**src/rtl/rv32i_mem_arbiter_pkg.sv**
```systemverilog
// Shared encodings and types for the IF/DM memory arbiter.
// Holds FSM states, owner codes, the memory command bundle and the error-data default.
package rv32i_mem_arbiter_pkg;

   localparam int XLEN = 32;
   localparam logic [XLEN-1:0] ERR_DATA_DEFAULT = 32'hDEADBEEF;

   typedef enum logic [1:0] {
      ST_IDLE  = 2'd0,
      ST_ISSUE = 2'd1,
      ST_WAIT  = 2'd2
   } state_t;

   typedef enum logic {
      OWN_IF = 1'b0,
      OWN_DM = 1'b1
   } owner_t;

   typedef struct packed {
      logic            we;
      logic [3:0]      be;
      logic [XLEN-1:0] addr;
      logic [XLEN-1:0] wdata;
   } mem_cmd_t;

   // Fetches are always full-word reads.
   function automatic mem_cmd_t fetch_cmd(input logic [XLEN-1:0] addr);
      fetch_cmd = '{we: 1'b0, be: 4'hF, addr: addr, wdata: '0};
   endfunction

endpackage

```
**src/rtl/rv32i_arb_timer.sv**
```systemverilog
// Loadable saturating up-counter with clear, enable and terminal-count flag.
// Used by the arbiter both as the fetch-starvation counter and the response timeout timer.
module rv32i_arb_timer #(
   parameter int LIMIT = 4,
   parameter int W     = $clog2(LIMIT + 1)
) (
   input  logic         clk,
   input  logic         reset,
   input  logic         clr,
   input  logic         en,
   input  logic         load,
   input  logic [W-1:0] load_val,
   output logic         tc
);

   logic [W-1:0] cnt;

   // Clear beats load beats count; the count never passes LIMIT.
   always_ff @(posedge clk or posedge reset) begin
      if (reset) begin
         cnt <= '0;
      end else if (clr) begin
         cnt <= '0;
      end else if (load) begin
         cnt <= (load_val > W'(LIMIT)) ? W'(LIMIT) : load_val;
      end else if (en && (cnt != W'(LIMIT))) begin
         cnt <= cnt + 1'b1;
      end
   end

   assign tc = (cnt == W'(LIMIT));

endmodule

```
**src/rtl/rv32i_mem_arbiter.sv**
```systemverilog
// Single-port memory arbiter between CPU fetch (IF) and load/store (DM) ports.
// One outstanding transaction, DM priority with fetch starvation guard, response timeout.
module rv32i_mem_arbiter
   import rv32i_mem_arbiter_pkg::*;
#(
   parameter int              STARVE_LIMIT = 4,
   parameter int              TIMEOUT      = 16,
   parameter logic [XLEN-1:0] ERR_DATA     = ERR_DATA_DEFAULT
) (
   input  logic            clk,
   input  logic            reset,
   input  logic            if_req,
   input  logic [XLEN-1:0] if_addr,
   output logic            if_gnt,
   output logic            if_rvalid,
   output logic [XLEN-1:0] if_rdata,
   input  logic            dm_req,
   input  logic            dm_we,
   input  logic [3:0]      dm_be,
   input  logic [XLEN-1:0] dm_addr,
   input  logic [XLEN-1:0] dm_wdata,
   output logic            dm_gnt,
   output logic            dm_rvalid,
   output logic [XLEN-1:0] dm_rdata,
   output logic            mem_req,
   output logic            mem_we,
   output logic [3:0]      mem_be,
   output logic [XLEN-1:0] mem_addr,
   output logic [XLEN-1:0] mem_wdata,
   input  logic            mem_gnt,
   input  logic            mem_rvalid,
   input  logic [XLEN-1:0] mem_rdata,
   output logic            bus_err
);

   state_t   state;
   owner_t   owner;
   mem_cmd_t cmd_q;
   mem_cmd_t arb_cmd;

   logic starve_tc;
   logic tmo_tc;
   logic if_wins;
   logic arb_now;
   logic resp;
   logic abort;

   // A new transaction may start from IDLE or straight out of a completing WAIT.
   assign if_wins = if_req && (!dm_req || starve_tc);
   assign arb_now = (if_req || dm_req) &&
                    ((state == ST_IDLE) || ((state == ST_WAIT) && mem_rvalid));

   // NOTE: arb_cmd gets a full default before the override so no latch is inferred.
   always_comb begin
      arb_cmd = fetch_cmd(if_addr);
      if (!if_wins) begin
         arb_cmd = '{we: dm_we, be: dm_be, addr: dm_addr, wdata: dm_wdata};
      end
   end

   rv32i_arb_timer #(.LIMIT(STARVE_LIMIT)) u_starve (
      .clk      (clk),
      .reset    (reset),
      .clr      (!if_req || (arb_now && if_wins)),
      .en       (arb_now && !if_wins && if_req),
      .load     (1'b0),
      .load_val ('0),
      .tc       (starve_tc)
   );

   rv32i_arb_timer #(.LIMIT(TIMEOUT)) u_timeout (
      .clk      (clk),
      .reset    (reset),
      .clr      (state != ST_WAIT),
      .en       (state == ST_WAIT),
      .load     (1'b0),
      .load_val ('0),
      .tc       (tmo_tc)
   );

   // NOTE: state registers use non-blocking assignments so every flop samples pre-edge values.
   always_ff @(posedge clk or posedge reset) begin
      if (reset) begin
         state   <= ST_IDLE;
         owner   <= OWN_IF;
         mem_req <= 1'b0;
         cmd_q   <= '0;
      end else if (arb_now) begin
         state   <= ST_ISSUE;
         owner   <= if_wins ? OWN_IF : OWN_DM;
         mem_req <= 1'b1;
         cmd_q   <= arb_cmd;
      end else begin
         case (state)
            ST_ISSUE: begin
               if (mem_gnt) begin
                  mem_req <= 1'b0;
                  state   <= ST_WAIT;
               end
            end
            ST_WAIT: begin
               if (mem_rvalid || tmo_tc) begin
                  state <= ST_IDLE;
               end
            end
            default: state <= ST_IDLE;
         endcase
      end
   end

   assign mem_we    = cmd_q.we;
   assign mem_be    = cmd_q.be;
   assign mem_addr  = cmd_q.addr;
   assign mem_wdata = cmd_q.wdata;

   // A real response always wins over the timeout in the same cycle.
   assign resp    = (state == ST_WAIT) && mem_rvalid;
   assign abort   = (state == ST_WAIT) && !mem_rvalid && tmo_tc;
   assign bus_err = abort;

   assign if_gnt    = (state == ST_ISSUE) && mem_gnt && (owner == OWN_IF);
   assign dm_gnt    = (state == ST_ISSUE) && mem_gnt && (owner == OWN_DM);
   assign if_rvalid = (resp || abort) && (owner == OWN_IF);
   assign dm_rvalid = (resp || abort) && (owner == OWN_DM);
   assign if_rdata  = !if_rvalid ? '0 : (resp ? mem_rdata : ERR_DATA);
   assign dm_rdata  = !dm_rvalid ? '0 : (resp ? mem_rdata : ERR_DATA);

endmodule

```
**config.mk**
```make
export PLATFORM = sky130hd
export DESIGN_NAME = rv32i_mem_arbiter
export DESIGN_NICKNAME = d
export VERILOG_FILES = /design/src/rtl/rv32i_mem_arbiter_pkg.sv /design/src/rtl/rv32i_arb_timer.sv /design/src/rtl/rv32i_mem_arbiter.sv
export SDC_FILE = /design/constraint.sdc
export NUM_CORES = 1
export LEC_CHECK = 0
export BUFFER_PORTS_ARGS = -buffer_cell sky130_fd_sc_hd__buf_2
export CAP_MARGIN = 20
export CORE_ASPECT_RATIO = 1.1
export CORE_UTILIZATION = 30
export CTS_BUF_LIST = sky130_fd_sc_hd__clkbuf_16
export DETAILED_ROUTE_END_ITERATION = 7
export PLACE_DENSITY_LB_ADDON = 0.1
export SLEW_MARGIN = 15
export SYNTH_ARGS = -nofsm -noshare
export SYNTH_HDL_FRONTEND = slang
export SYNTH_SLANG_ARGS = --single-unit
```
**constraint.sdc**
```tcl
create_clock -name clk -period 4.8 [get_ports clk]
set_input_delay 0.48 -clock clk [delete_from_list [all_inputs] [get_ports clk]]
set_output_delay 0.48 -clock clk [all_outputs]
set_load 0.1 [all_outputs]
```
==> results.cfg, run 1 <==
[global_routing]
grt_pass1_vias = 4240
gr-total-overflow = 0
grt_pass1_wl_mm = 21.6
grt_use_total = 0.190
grt_util_met3 = 0.0380
grt.busiest_layer = met2
grt_max_degree = 52
grt_util_met2 = 0.331
antenna_found_initial = 0
use_met1 = 0.234

[clock_tree]
cts-resized-gates = 0
holdBufCountCts = 0
worstSkewPairLatency_ns = 0.34
cts-root-buf = clkbuf_16
cts.clk_slew.worst_paths_ns = 0.07
cts_tree = built
cts_buffers = 9
htreeDepth = 3
cts_buffer_depth = 2
postCtsSetupRepairBufs = 0
clock-sinks = 81

[final_layout]
layout.nets = 833
multi_input_area_um2 = 1860
syn_to_final_growth_pct = 41.8
final_cell_area_um2 = 5910
num_antenna_cells = 0
area.sequential_um2 = 2030
drive_gt1_frac = 0.447
nFillCells = 1364

[drt]
post_drt_wl_per_cell_um = 16.1
viasPerCell = 5.21
wirelength_mm = 14.2
first_pass_iters = 5
dr.first_iter.drc_count = 290
via_count = 4578
drc = 0
ant_nets = 0

[timing]
clock-skew-final_ns = 0.0103
slew_violations = 0
final-setup-viol-count = 0
fin_crit_ns = 2.95
tns_ns = 0
max_slew_margin = 0.316
finalCritPeriodShare = 0.615
hold_viol = 0
worstMarginPinSlew_ns = 1.03
grt_setup_unrepaired = no
timing.fmax_mhz = 339

[worst_hold_path]
hold_class = in -> async

[placed_design]
gp_congestion = 0.781
post-dp-hpwl_mm = 9.70
post_dp_cell_area_um2 = 5600
port_buffers = 277

[floorplan]
die_area_um2 = 14400
io_pins = 278
core_um2 = 13400
start_util = 0.312
die_height_um = 126
fp.dieW_um = 114
placementRows = 44

[setup_path]
worstSetupPathType = reg -> out
required_ns = 4.32
worstPathMaxFanout = 49
arrival_ns = 2.47
critPathLaunchType = register
end_kind = output port

[logic_synthesis]
ys.flop_type = dfrtp_1
synth_fp_nets = 590
yosys_warnings = 0
ys_types = 37
synth_edf_count = 0
async_flop_share = 1.00
syn_inst = 447
netlist_area_um2 = 4170
avgSynthCellArea_um2 = 9.33
synth-seq-cells = 81
ys_seq_area_frac = 0.486

[job]
max_cap_violations = 0

[outcome]
status = finished, final reports clean
-- through the flow --
| stage | instances | setup slack [ns] | hold WS [ns] | utilization |
|---|---|---|---|---|
| 2_1_floorplan | 447 | 1.37 | 0.486 | - |
| 3_3_place_gp | 862 | 1.91 | 0.462 | 0.419 |
| 3_5_place_dp | 862 | 1.78 | 0.476 | 0.419 |
| 4_1_cts | 878 | 1.40 | 0.312 | 0.441 |
| 5_1_grt | 879 | 1.71 | 0.323 | 0.442 |
| 6_report | 879 | 1.85 | 0.300 | 0.442 |
-- layout by cell type (no fill, tap or decap), types with 2 or more instances in the layout --
cell / Yosys / layout
buf_2: 6 / 277
dfrtp_1: 81 / 81
a31oi_1: 64 / 64
a21oi_1: 48 / 48
nand3_1: 36 / 36
o21ai_0: 34 / 34
a22o_1: 33 / 33
nand2_1: 27 / 27
and3_1: 16 / 16
nor2_1: 9 / 9
clkbuf_16: 0 / 9
buf_4: 0 / 8
inv_1: 8 / 7
o22a_1: 4 / 4
ha_1: 4 / 4
o211ai_1: 3 / 3
inv_8: 0 / 3
o31ai_1: 2 / 2
xnor2_1: 2 / 2
xor2_1: 2 / 2
o21a_1: 2 / 2
nand3b_1: 2 / 2
clkinvlp_4: 0 / 2
-- registers in the layout, indices dropped and copies added, names as in the netlist --
register / cells
mem_we: 1
mem_addr: 32
u_timeout.cnt: 5
owner: 1
mem_be: 4
state: 2
u_starve.cnt: 3
mem_wdata: 32
mem_req: 1
-- cells in the mapped netlist (3+ instances only) --
cell type	n	area, um^2
o211ai_1	3	22.5
o21ai_0	34	170
and3_1	16	100
nor2_1	9	33.8
inv_1	8	30.0
nand3_1	36	180
clkbuf_1	42	158
a22o_1	33	289
dfrtp_1	81	2030
buf_6	6	67.6
buf_2	6	30.0
a31oi_1	64	400
a21oi_1	48	240
nand2_1	27	101
o22a_1	4	35.0
ha_1	4	50.1
-- critical path, cell delays in order (launching register included) --
cell and delay (ns):
dfrtp_1 0.42, inv_1 0.07, ha_1 0.15, nand4bb_2 0.20, or3_1 0.35, buf_4 0.28
a21oi_1 0.21, buf_2 0.47
-- final cells by class --
type,count,share of cell area
inverter,9,0.00592
timing repair buffer,286,0.247
clock inverter,7,0.0125
tap,184,0.0389
clock buffer,9,0.0381
sequential,81,0.343
multi-input combinational,303,0.315
-- cell families after synthesis --
logic type	share of synthesized area
AOI/OAI and AO/OA	0.300
xor gates and xnor gates	0.00840
adders and majority gates	0.0120
buffers and inverters	0.0693
DFF	0.486
muxes	0.00240
and+or+nand+nor	0.122
-- final timing paths --
check                                 startpoint       endpoint  slack, ns  cells after the start
worst min-delay path                       reset  mem_wdata[30]       0.30                      2
worst min register to register           mem_req        mem_req       0.49                      2
min in group clk                         mem_gnt       state[0]       0.33                      2
worst max-delay path            u_timeout.cnt[0]   dm_rdata[25]       1.85                      7
max in group asynchronous                  reset         mem_we       3.55                      3
worst max register to register   u_starve.cnt[0]  mem_wdata[29]       2.68                      6
-- per-layer routing --
metal | up-vias | share of wire
li1 | 2158 | -
met1 | 2192 | 0.42
met2 | 211 | 0.50
met3 | 17 | 0.067
met4 | 0 | 0.015
met5 | - | 0
Power of run 1 is left out: the tool's default activity adds up to more than one toggle a clock period on the data nets, which glitch-free logic cannot reach.
==> run 2, diff against run 1 <==
Clock period 4.8 ns to 2.7 ns, I/O delays scaled along.
==> results.cfg, run 2 (synthesis gave the netlist of run 1 again) <==
[outcome]
status = finished, final reports clean

[power]
p_total_w = 0.0101
p_sw_frac = 0.622
p_seq_frac = 0.205
p_int_w = 0.00382
powerDensity_nw_per_um2 = 1430
combPwrFrac = 0.663
switchingPower_w = 0.00628
irDropWorstVdd_mv = 1.07
p_clk_frac = 0.132
p_leak_nw = 3.24

[setup_path]
required_ns = 2.43
reg2reg_depth = 6
worstSetupPathType = reg -> out
worstPathMaxFanout = 49
end_kind = output port
arrival_ns = 2.29
critPathLaunchType = register

[drt]
post_drt_wl_per_cell_um = 16.9
dr.first_iter.drc_count = 272
first_pass_iters = 4
drc = 0
ant_nets = 0
wirelength_mm = 15.0
viasPerCell = 5.11
via_count = 4524

[clock_tree]
cts-root-buf = clkbuf_16
htreeDepth = 3
cts_buffer_depth = 2
cts.clk_slew.worst_paths_ns = 0.07
clock-sinks = 81
cts_buffers = 9
cts_tree = built
worstSkewPairLatency_ns = 0.34

[timing]
finalCritPeriodShare = 0.948
slew_violations = 0
hold_viol = 0
timing.fmax_mhz = 391
max_slew_margin = 0.438
tns_ns = 0
fin_crit_ns = 2.56
grt_setup_unrepaired = yes
clock-skew-final_ns = 0.0120
worstMarginPinSlew_ns = 0.844
final-setup-viol-count = 0

[floorplan]
start_util = 0.312
io_pins = 278
placementRows = 44
core_um2 = 13400
die_area_um2 = 14400
fp.dieW_um = 114
die_height_um = 126

[final_layout]
syn_to_final_growth_pct = 69.3
layout.nets = 839
final_cells = 885
final_cell_mix = 211 x buf_2, 81 x dfrtp_1, 68 x buf_12
num_antenna_cells = 0
layout_commonest_cell = buf_2
final_cell_area_um2 = 7060
drive_gt1_frac = 0.472

[global_routing]
grt_pass1_vias = 4446
antenna_found_initial = 0
grt_max_degree = 50
grt_use_total = 0.211
gr-total-overflow = 0
grt_pass1_wl_mm = 23.9

[placed_design]
post-dp-hpwl_mm = 11.0
dp_cells = 869
gp_congestion = 0.866
port_buffers = 277
post_dp_cell_area_um2 = 6720

[worst_hold_path]
hold_class = in -> async

[job]
max_cap_violations = 0
==> run 2: changes by cell type in the layout (fill, tap and decap cells not counted), sizes merged <==
cell,before,now
buf,286,292
bufinv,0,2
clkinvlp,2,0
==> run 2: stage by stage <==
stage                     worst slack [ns]  hold WS [ns]  utilization
after global placement               0.485         0.454        0.502
after floorplan                     -0.522         0.356            -
after global routing               -0.0148         0.119        0.528
final                                0.141        0.0597        0.528
after CTS                           0.0602        0.0961        0.526
after detailed placement             0.430         0.465        0.502
==> run 2: path summary, 6_finish.rpt <==
path / from / endpoint / slack [ns]
setup reg to reg: u_starve.cnt[0] / mem_wdata[27] / 0.82
setup / recovery: u_timeout.cnt[0] / if_rdata[9] / 0.14
max in group asynchronous: reset / mem_addr[22] / 1.95
min in group clk: mem_gnt / state[0] / 0.13
hold reg to reg: mem_req / mem_req / 0.48
hold / removal: reset / mem_wdata[12] / 0.06
==> run 2: worst max-delay path: stages (launching register included) <==
cell and delay (ns):
dfrtp_1 0.42, inv_1 0.07, ha_1 0.15, nand4bb_2 0.18, or3_1 0.36, buf_6 0.23
a21oi_1 0.28, buf_12 0.22
==> run 2: final cells by class <==
| class | instances | area, um^2 |
|---|---|---|
| clock inverter | 7 | 101 |
| clock buffer | 9 | 225 |
| multi-input combinational | 303 | 1920 |
| timing repair buffer | 292 | 2520 |
| sequential | 81 | 2030 |
| inverter | 9 | 35.0 |
| tap | 184 | 230 |
| fill | 1221 | 6320 |
==> run 2: timing repair <==
item	CTS	global route
resized for setup	0	5
endpoints found under the hold margin	0	0
buffers inserted	0	0
hold buffers	0	0
endpoints found under the setup margin	0	40
==> run 2: power groups by stage <==
stage | Sequential, W | Combinational [W] | Clock (W)
after floorplan | 0.00557 | 0.00182 | 0
after global placement | 0.00206 | 0.00668 | 0
after detailed placement | 0.00207 | 0.00672 | 0
after CTS | 0.00207 | 0.00671 | 0.00137
after global routing | 0.00213 | 0.00694 | 0.00142
final | 0.00207 | 0.00670 | 0.00133
==> run 2: routing by layer <==
metal | vias up | wire, um | global-route usage
met4 | 0 | 279 | 0.0642
li1 | 2162 | - | -
met5 | - | 0 | 0
met3 | 21 | 924 | 0.0467
met1 | 2143 | 6070 | 0.258
met2 | 198 | 7700 | 0.368
Note: power is estimated with default switching activity, not from simulation.
